[config.mk]
export PLATFORM = sky130hd
export DESIGN_NAME = ldm_scan_ctrl
export DESIGN_NICKNAME = d
export VERILOG_FILES = /design/src/rtl/ldm_pkg.sv /design/src/rtl/ldm_clk_div.sv /design/src/rtl/ldm_scan_ctrl.sv
export SDC_FILE = /design/constraint.sdc
export NUM_CORES = 1
export LEC_CHECK = 0
export CAP_MARGIN = 20
export CELL_PAD_IN_SITES_DETAIL_PLACEMENT = 0
export CELL_PAD_IN_SITES_GLOBAL_PLACEMENT = 2
export CORE_MARGIN = 10
export CORE_UTILIZATION = 30
export CTS_CLUSTER_SIZE = 20
export DETAILED_ROUTE_END_ITERATION = 12
export PLACE_DENSITY_LB_ADDON = 0.1
export SYNTH_ARGS = -nofsm -noshare
export SYNTH_HDL_FRONTEND = slang
export SYNTH_SLANG_ARGS = --single-unit
[constraint.sdc]
create_clock -name clk -period 2.7 [get_ports clk]
set_input_delay 0.405 -clock clk [delete_from_list [all_inputs] [get_ports clk]]
set_output_delay 0.405 -clock clk [all_outputs]
set_load 0.02 [all_outputs]
[src/rtl/ldm_pkg.sv]
// Shared state encoding and phase-length helpers for the LDM row-scan controller.
package ldm_pkg;

  typedef enum logic [2:0] {
    S_IDLE,
    S_FETCH,
    S_SHIFT,
    S_BLANK,
    S_LATCH,
    S_DISPLAY
  } state_t;

  localparam int FETCH_CYC = 2;

  function automatic int shift_cycles(input int div, input int col_w);
    return 2 * div * col_w;
  endfunction

  function automatic int row_cycles(input int div, input int col_w,
                                    input int blank_cyc, input int disp_cyc);
    return FETCH_CYC + shift_cycles(div, col_w) + blank_cyc + div + disp_cyc;
  endfunction

endpackage

[src/rtl/ldm_clk_div.sv]
// Half-period phase counter: tick marks the last of every DIV cycles while run is high.
module ldm_clk_div #(
  parameter int DIV = 4
) (
  input  logic clk,
  input  logic rstn,
  input  logic run,
  output logic tick
);

  localparam int CW = (DIV > 1) ? $clog2(DIV) : 1;

  logic [CW-1:0] cnt;

  assign tick = run && (cnt == CW'(DIV - 1));

  always_ff @(posedge clk or negedge rstn) begin
    if (!rstn) begin
      cnt <= '0;
    end else if (!run || tick) begin
      cnt <= '0;
    end else begin
      cnt <= cnt + 1'b1;
    end
  end

endmodule

[src/rtl/ldm_scan_ctrl.sv]
// LED dot-matrix row-scan controller: fetch, shift, blank, latch and display each row.
// Defining LDM_BRIGHTNESS_EN adds a brightness port limiting the lit part of DISPLAY.
module ldm_scan_ctrl
  import ldm_pkg::*;
#(
  parameter int NUM_ROWS  = 16,
  parameter int COL_W     = 16,
  parameter int DIV       = 4,
  parameter int BLANK_CYC = 2,
  parameter int DISP_CYC  = 64
) (
  input  logic                        clk,
  input  logic                        rstn,
  input  logic                        en,
  output logic                        rd_en,
  output logic [$clog2(NUM_ROWS)-1:0] rd_addr,
  input  logic [COL_W-1:0]            rd_data,
  output logic                        ldm_clk,
  output logic                        ldm_dat,
  output logic                        ldm_lat,
  output logic                        ldm_oe_n,
  output logic [$clog2(NUM_ROWS)-1:0] ldm_addr,
  output logic                        busy,
  output logic                        frame_done
`ifdef LDM_BRIGHTNESS_EN
  ,
  input  logic [$clog2(DISP_CYC+1)-1:0] brightness
`endif
);

  localparam int ADDR_W  = $clog2(NUM_ROWS);
  localparam int BIT_W   = (COL_W > 1) ? $clog2(COL_W) : 1;
  localparam int CNT_MAX = (DISP_CYC > BLANK_CYC) ? DISP_CYC : BLANK_CYC;
  localparam int CNT_W   = $clog2(CNT_MAX + 1);
  localparam logic [ADDR_W-1:0] LAST_ROW = ADDR_W'(NUM_ROWS - 1);

  state_t            state, state_nxt;
  logic [ADDR_W-1:0] row;
  logic [BIT_W-1:0]  bit_cnt;
  logic [CNT_W-1:0]  cyc_cnt;
  logic [COL_W-1:0]  shreg;
  logic              div_run, div_tick, shift_edge, bit_done, row_done;

  ldm_clk_div #(.DIV(DIV)) u_div (
    .clk  (clk),
    .rstn (rstn),
    .run  (div_run),
    .tick (div_tick)
  );

  // shift_edge is the end of an ldm_clk high phase: one column bit consumed
  assign shift_edge = (state == S_SHIFT) && div_tick && ldm_clk;
  assign bit_done   = shift_edge && (bit_cnt == BIT_W'(COL_W - 1));
  assign row_done   = (state == S_DISPLAY) && (cyc_cnt == CNT_W'(DISP_CYC - 1));

  always_comb begin
    state_nxt = state;
    rd_en     = 1'b0;
    div_run   = 1'b0;
    case (state)
      S_IDLE: if (en) state_nxt = S_FETCH;
      S_FETCH: begin
        rd_en = (cyc_cnt == '0);
        if (cyc_cnt == CNT_W'(FETCH_CYC - 1)) state_nxt = S_SHIFT;
      end
      S_SHIFT: begin
        div_run = 1'b1;
        if (bit_done) state_nxt = S_BLANK;
      end
      S_BLANK: if (cyc_cnt == CNT_W'(BLANK_CYC - 1)) state_nxt = S_LATCH;
      S_LATCH: begin
        div_run = 1'b1;
        if (div_tick) state_nxt = S_DISPLAY;
      end
      S_DISPLAY: if (row_done) state_nxt = en ? S_FETCH : S_IDLE;
      default: state_nxt = S_IDLE;
    endcase
  end

  always_ff @(posedge clk or negedge rstn) begin
    if (!rstn) begin
      state      <= S_IDLE;
      row        <= '0;
      bit_cnt    <= '0;
      cyc_cnt    <= '0;
      ldm_clk    <= 1'b0;
      ldm_addr   <= '0;
      frame_done <= 1'b0;
    end else begin
      state      <= state_nxt;
      frame_done <= row_done && (row == LAST_ROW);
      if (state_nxt != state || state == S_IDLE || state == S_SHIFT) begin
        cyc_cnt <= '0;
      end else begin
        cyc_cnt <= cyc_cnt + 1'b1;
      end
      if (state == S_IDLE) begin
        row <= '0;
      end else if (row_done) begin
        row <= (row == LAST_ROW) ? '0 : row + 1'b1;
      end
      if (state == S_SHIFT && div_tick) ldm_clk <= ~ldm_clk;
      if (bit_done) begin
        bit_cnt <= '0;
      end else if (shift_edge) begin
        bit_cnt <= bit_cnt + 1'b1;
      end
      if (state == S_SHIFT && state_nxt == S_BLANK) ldm_addr <= row;
    end
  end

  // Column data needs no reset: ldm_dat is gated by the SHIFT state
  always_ff @(posedge clk) begin
    if (state == S_FETCH && cyc_cnt == CNT_W'(FETCH_CYC - 1)) begin
      shreg <= rd_data;
    end else if (shift_edge) begin
      shreg <= shreg << 1;
    end
  end

  assign rd_addr = row;
  assign ldm_dat = (state == S_SHIFT) && shreg[COL_W-1];
  assign ldm_lat = (state == S_LATCH);
  assign busy    = (state != S_IDLE);

`ifdef LDM_BRIGHTNESS_EN
  localparam int BRT_W = $clog2(DISP_CYC + 1);

  logic [CNT_W-1:0] brt_q;

  function automatic logic [CNT_W-1:0] sat_brt(input logic [BRT_W-1:0] b);
    return (b > BRT_W'(DISP_CYC)) ? CNT_W'(DISP_CYC) : CNT_W'(b);
  endfunction

  always_ff @(posedge clk) begin
    if (state == S_LATCH && state_nxt == S_DISPLAY) brt_q <= sat_brt(brightness);
  end

  assign ldm_oe_n = !((state == S_DISPLAY) && (cyc_cnt < brt_q));
`else
  assign ldm_oe_n = (state != S_DISPLAY);
`endif

endmodule

==> impl_metrics.env, run 1 <==
export IMPL_report_final_slew_viol_count=0
export IMPL_final_nets=222
export IMPL_crit_path_start_kind="flip-flop"
export IMPL_ys_ff_latch=42
export IMPL_p_int_mw=0.859
export IMPL_grt_pass1_wl_um=7030
export IMPL_status="completed"
export IMPL_required_ps=2300
export IMPL_clockBufferDepth=2
export IMPL_min_delay_start="u_div.cnt[0]"
export IMPL_clkSinkCount=42
export IMPL_fin_cells=275
export IMPL_grt_max_degree=27
export IMPL_rows=29
export IMPL_worst_hold_slack_ps=455
export IMPL_setup_tns_final_ps=0
export IMPL_min_period_ps=2420
export IMPL_via_per_inst=4.77
export IMPL_tritoncts="yes"
export IMPL_period_share_pct=89.6
export IMPL_max_clock_freq_mhz=413
export IMPL_n_antenna_cell=0
export IMPL_wl_per_cell_um=15.2
export IMPL_multi_input_area_sq_um=823
export IMPL_holdPathStages=1
export IMPL_criticalPathCategory="flip-flop to output port"
export IMPL_cp_arrival_ps=2010
export IMPL_initial_core_util_pct=31.4
export IMPL_reg2reg_depth=5
export IMPL_place_congestion=0.733
export IMPL_hold_path_class="flip-flop to flip-flop"
export IMPL_antenna_found_initial=0
export IMPL_timing_slew_headroom_pct=58.9
export IMPL_peakVddDrop_mv=0.152
export IMPL_drt_iter0_markers=18
export IMPL_drv_cap=0
export IMPL_finalPower_mw=1.09
export IMPL_root_buffer="clkbuf_8"
export IMPL_fin_area_sq_um=2530
export IMPL_clk_latency_ps=290
export IMPL_total_leakage_power_nw=1.05
export IMPL_syn_to_final_growth_pct=24.4
export IMPL_synth_nets=184
export IMPL_power_density_nw_per_um2=431
export IMPL_routed_wirelength_um=4170
export IMPL_overflow=0
export IMPL_post_cts_resized=0
export IMPL_vias=1312
export IMPL_dp_hpwl_um=3080
export IMPL_seq_area_sq_um=1130
export IMPL_postRouteAntennaNets=0
export IMPL_rr_startpoint="cyc_cnt[3]"
export IMPL_clkPwrFrac_pct=36.4
export IMPL_yosysSeqAreaShare_pct=55.7
export IMPL_finalClockSkew_ps=5.67
export IMPL_tightest_slew_ps=617
export IMPL_rrSetupSlack_ps=370
export IMPL_h_tree_depth=2
export IMPL_drt_pass1_iter_count=4
export IMPL_seqPwrFrac_pct=60.3
export IMPL_holdBufCountCts=0
export IMPL_postSynthAreaPerCell_sq_um=12.8
export IMPL_worst_slack_ps=281
export IMPL_critPathCaptureType="output port"
export IMPL_synth_cell_type_count=40
export IMPL_setup_violations=0
export IMPL_hold_path_endpoint="u_div.cnt[0]"
export IMPL_numPortBuffers=33
export IMPL_drive_above_1_share_pct=18.2
export IMPL_cts_inserted_buffers=5
export IMPL_hold_viol_final=0
export IMPL_syn_inst=159
export IMPL_power_frac_comb_pct=3.2
export IMPL_dp_cells=267
export IMPL_rsz0062_at_grt="no"
export IMPL_rr_endpoint="shreg[14]"
export IMPL_die_x_um=102
export IMPL_path_clk_slew_ps=80
export IMPL_core_area_sq_um=6460
export IMPL_drc=0
export IMPL_netSwitchingFraction_pct=21.2
export IMPL_final_core_util_pct=39.1
export IMPL_dieArea_sq_um=10500
export IMPL_synth_warnings=0
export IMPL_syn_area_sq_um=2030
export IMPL_fillerInstances=628
export IMPL_preCtsSetupSlack_ps=355
export IMPL_critPathMaxFanout=12
export IMPL_mostFrequentLayoutCell="clkdlybuf4s50_1"
export IMPL_placedInstanceArea_sq_um=2440
export IMPL_grt_pass1_vias=1376
export IMPL_die_h_um=102
export IMPL_io_pins=34
export IMPL_switching_power_mw=0.231
export IMPL_cts_setup_buffers=0
export IMPL_track_usage_pct=8.61
export IMPL_final_cell_mix="33 x clkdlybuf4s50_1, 26 x dfrtp_1, 16 x edfxtp_1"
power by group through the flow:
stage / clock (mW) / sequential [mW] / combinational, mW
after global routing: 0.440 / 0.658 / 0.0389
final: 0.397 / 0.657 / 0.0351
after global placement: 0 / 0.671 / 0.0361
after floorplan: 0 / 0.671 / 0.000713
after CTS: 0.414 / 0.657 / 0.0364
after detailed placement: 0 / 0.671 / 0.0364
state kept, by name, summed over array words and instances, names as in the netlist:
signal      count
rd_addr         4
bit_cnt         4
shreg          16
frame_done      1
state           3
u_div.cnt       2
cyc_cnt         7
ldm_addr        4
ldm_clk         1
cells in the mapped netlist:
cell / instances / area [sq um]
a211oi_1: 1 / 7.51
nor3b_1: 2 / 15.0
mux2_4: 8 / 120
inv_1: 8 / 30.0
a311oi_1: 1 / 8.76
nor2b_1: 1 / 6.26
xnor2_1: 5 / 43.8
nand4_2: 1 / 12.5
o21ai_0: 3 / 15.0
o22ai_1: 1 / 6.26
and3_2: 2 / 15.0
and4_1: 1 / 8.76
nand2b_1: 2 / 12.5
buf_12: 1 / 20.0
o21bai_1: 1 / 7.51
mux2i_1: 2 / 20.0
and3b_1: 1 / 8.76
nand4_1: 2 / 12.5
dfrtp_1: 26 / 651
xor2_1: 4 / 35.0
a21oi_1: 4 / 20.0
clkbuf_1: 4 / 15.0
a31oi_1: 2 / 12.5
nand2_1: 7 / 26.3
and4b_1: 1 / 10.0
edfxtp_1: 16 / 480
and3_1: 2 / 12.5
o31ai_1: 1 / 7.51
a21o_1: 1 / 7.51
mux2_2: 12 / 135
nand3_1: 5 / 25.0
nor3_1: 2 / 10.0
buf_6: 1 / 11.3
or3_1: 2 / 12.5
and4bb_2: 1 / 12.5
nor4_4: 1 / 21.3
nor4_1: 1 / 6.26
a2111oi_0: 2 / 17.5
ha_1: 6 / 75.1
nor2_1: 15 / 56.3
cell families (layout without fill, tap and decap cells):
group           after synthesis  in the layout  share of synthesized area (%)
compound gates               17             17                           5.42
xor+xnor                      9              9                           3.88
fa+ha+maj                     6              6                           3.70
buf+inv                      14             53                           3.76
flops                        42             42                           55.7
mux                          22             22                           13.6
simple gates                 49             49                           14.0
per-layer routing:
| layer | routed length (um) | vias up | global-route usage (%) |
|---|---|---|---|
| met3 | 155 | 4 | 2.90 |
| met2 | 1970 | 20 | 12.9 |
| met5 | 0 | - | 0 |
| met4 | 41 | 0 | 3.25 |
| met1 | 2010 | 645 | 11.2 |
| li1 | - | 643 | - |
worst max-delay path by stage:
stage	from	to	slack (ps)	depth (start not counted)
after floorplan	cyc_cnt[3]	shreg[0]	460	6
after global placement	cyc_cnt[3]	shreg[14]	410	5
after detailed placement	cyc_cnt[3]	shreg[14]	360	5
after CTS	state[0]	rd_en	250	4
after global routing	state[0]	rd_en	50	4
final	state[0]	rd_en	280	4
layout make-up:
type | instances | share of cell area [%]
flip-flops and latches | 42 | 44.8
multi-input cells | 103 | 32.6
repair buffers | 37 | 14.3
well taps | 77 | 3.81
clock buffers | 5 | 2.72
inverters | 8 | 1.19
clock inverters | 3 | 0.644
critical path, cell delays in order, from the launching register on:
cell,delay [ps]
dfrtp_1,570
inv_1,100
nor4_1,230
and3_2,220
clkdlybuf4s50_1,600
No activity file was read; power rests on OpenSTA's default activity.
==> inputs of run 2 (changes only) <==
--- a/config.mk
+++ b/config.mk
@@ -9,7 +9,7 @@
 export CELL_PAD_IN_SITES_DETAIL_PLACEMENT = 0
 export CELL_PAD_IN_SITES_GLOBAL_PLACEMENT = 2
 export CORE_MARGIN = 10
-export CORE_UTILIZATION = 30
+export CORE_UTILIZATION = 26
 export CTS_CLUSTER_SIZE = 20
 export DETAILED_ROUTE_END_ITERATION = 12
 export PLACE_DENSITY_LB_ADDON = 0.1
==> run 2 against run 1 <==
Largest cell class unchanged. Total power is 18% higher. First-iteration DRC count is 22% higher. Core utilization is 5.1 points lower. Routed wire length is 4.2% higher. Combinational power hardly changed. Global-route usage is 0.89 points lower. Die area is 12% higher. Critical path depth stayed put. Clock power is 48% higher. Clock skew is 1.7 ps lower. Sequential power hardly changed. Worst setup slack worse by 36 ps.
==> impl_metrics.env, run 2 (same netlist as run 1, synthesis figures left out) <==
export IMPL_status="completed"
export IMPL_clockBufferDepth=2
export IMPL_required_ps=2300
export IMPL_path_clk_slew_ps=80
export IMPL_period_share_pct=90.9
export IMPL_critPathMaxFanout=12
export IMPL_die_h_um=108
export IMPL_power_density_nw_per_um2=493
export IMPL_cts_setup_buffers=0
export IMPL_setup_violations=0
export IMPL_cts_inserted_buffers=5
export IMPL_initial_core_util_pct=26.6
export IMPL_die_x_um=108
export IMPL_n_antenna_cell=0
export IMPL_report_final_slew_viol_count=0
export IMPL_drive_above_1_share_pct=17.8
export IMPL_place_congestion=0.750
export IMPL_tightest_slew_ps=822
export IMPL_via_per_inst=4.34
export IMPL_rr_startpoint="cyc_cnt[3]"
export IMPL_drt_iter0_markers=22
export IMPL_syn_to_final_growth_pct=27.9
export IMPL_fin_cells=299
export IMPL_rr_endpoint="shreg[15]"
export IMPL_wl_per_cell_um=14.5
export IMPL_netSwitchingFraction_pct=18.2
export IMPL_core_area_sq_um=7650
export IMPL_power_frac_comb_pct=2.8
export IMPL_track_usage_pct=7.72
export IMPL_clk_latency_ps=290
export IMPL_hold_viol_final=0
export IMPL_drc=0
export IMPL_drt_pass1_iter_count=4
export IMPL_grt_pass1_vias=1425
export IMPL_cpMaxStageDelayCell="dfrtp_1"
export IMPL_max_clock_freq_mhz=407
export IMPL_grt_pass1_wl_um=7160
export IMPL_final_cell_mix="33 x clkdlybuf4s50_1, 26 x dfrtp_1, 16 x edfxtp_1"
export IMPL_reg2reg_depth=5
export IMPL_max_stage_delay_ps=600
export IMPL_cp_depth=4
export IMPL_crit_path_start_kind="flip-flop"
export IMPL_dp_cells=291
export IMPL_dp_hpwl_um=3170
export IMPL_criticalPathCategory="flip-flop to output port"
export IMPL_finalClockSkew_ps=4.00
export IMPL_hold_path_endpoint="u_div.cnt[0]"
export IMPL_largest_register="shreg"
export IMPL_timing_slew_headroom_pct=45.2
export IMPL_hold_path_class="flip-flop to flip-flop"
export IMPL_h_tree_depth=2
export IMPL_largest_register_ffs=16
export IMPL_overflow=0
export IMPL_rows=32
export IMPL_routed_wirelength_um=4350
export IMPL_total_leakage_power_nw=1.07
export IMPL_drv_cap=0
export IMPL_postRouteAntennaNets=0
export IMPL_holdBufCountCts=0
export IMPL_grt_max_degree=27
export IMPL_antenna_found_initial=0
export IMPL_reg_top3="shreg x16, cyc_cnt x7"
export IMPL_final_nets=221
export IMPL_mostFrequentLayoutCell="clkdlybuf4s50_1"
export IMPL_cp_arrival_ps=2050
export IMPL_io_pins=34
export IMPL_min_delay_start="u_div.cnt[0]"
export IMPL_rsz0062_at_grt="no"
export IMPL_peakVddDrop_mv=0.249
export IMPL_critPathCaptureType="output port"
export IMPL_final_core_util_pct=34.0
export IMPL_seqPwrFrac_pct=51.3
export IMPL_path_cells="inv_1, nor4_1, and3_2, clkdlybuf4s50_1"
export IMPL_dieArea_sq_um=11700
export IMPL_post_cts_resized=0
export IMPL_cp_top_family="buffers and inverters"
export IMPL_clkSinkCount=42
export IMPL_switching_power_mw=0.233
export IMPL_vias=1298
export IMPL_rrSetupSlack_ps=300
export IMPL_holdPathStages=1
export IMPL_min_period_ps=2460
export IMPL_tritoncts="yes"
export IMPL_setup_tns_final_ps=0
export IMPL_path_buf_inv=2
export IMPL_clkPwrFrac_pct=45.9
export IMPL_root_buffer="clkbuf_8"
export IMPL_numPortBuffers=33
export IMPL_p_int_mw=1.05
run 2: changes by cell type in the layout (fill, tap and decap cells not counted):
cell,change
buf_4,-1
clkinvlp_4,-1
bufinv_16,+2
clkinv_2,-1
run 2: worst max path at each step:
stage                           to  slack, ps        from
after CTS                    rd_en        200    state[0]
after floorplan           shreg[0]        460  cyc_cnt[3]
final                        rd_en        240    state[0]
after global placement    shreg[6]        300  cyc_cnt[3]
after detailed placement  shreg[0]        260  cyc_cnt[3]
after global routing         rd_en        110    state[0]
run 2: final cells by class:
type	instances	area [sq um]
Fill cell	762	5050
Sequential cell	42	1130
Multi-Input combinational cell	103	823
Timing Repair Buffer	36	353
Tap cell	102	128
Clock buffer	5	68.8
Clock inverter	3	63.8
Inverter	8	30.0
run 2: stage by stage:
| stage | instance area, sq um | hold slack (ps) | total power [mW] | setup WS, ps |
|---|---|---|---|---|
| 2_1_floorplan | 2030 | 109 | 0.672 | 463 |
| 3_3_place_gp | 2460 | 440 | 0.707 | 302 |
| 3_5_place_dp | 2460 | 450 | 0.708 | 255 |
| 4_1_cts | 2600 | 462 | 1.31 | 197 |
| 5_1_grt | 2600 | 508 | 1.33 | 106 |
| 6_report | 2600 | 455 | 1.28 | 245 |
run 2: routing by layer:
layer / up-vias / GRT usage, % / part of all wire, %
met5: - / 0 / 0
met4: 0 / 3.11 / 1.4
met1: 621 / 9.22 / 47
met2: 28 / 12.2 / 46
li1: 643 / - / -
met3: 6 / 3.09 / 5.8
run 2: worst reg2reg max path: stages, from the launching register on:
cell	delay, ps
dfrtp_1	440
nor4_4	350
nand4_2	170
or3_1	690
nand2_1	180
buf_4	260
run 2: power by group through the flow:
stage | logic [mW] | registers [mW] | clock network, mW
floorplan | 0.000713 | 0.671 | 0
global placement | 0.0360 | 0.671 | 0
detailed placement | 0.0366 | 0.671 | 0
CTS | 0.0368 | 0.658 | 0.613
global route | 0.0389 | 0.658 | 0.638
finish | 0.0354 | 0.657 | 0.588
==> inputs of run 3 (changes only) <==
--- a/config.mk
+++ b/config.mk
@@ -5,7 +5,7 @@
 export SDC_FILE = /design/constraint.sdc
 export NUM_CORES = 1
 export LEC_CHECK = 0
-export CAP_MARGIN = 20
+export CAP_MARGIN = 40
 export CELL_PAD_IN_SITES_DETAIL_PLACEMENT = 0
 export CELL_PAD_IN_SITES_GLOBAL_PLACEMENT = 2
 export CORE_MARGIN = 10
==> results of run 3 <==
Same layout as run 2: the final DEF is identical, and so are final timing and power.
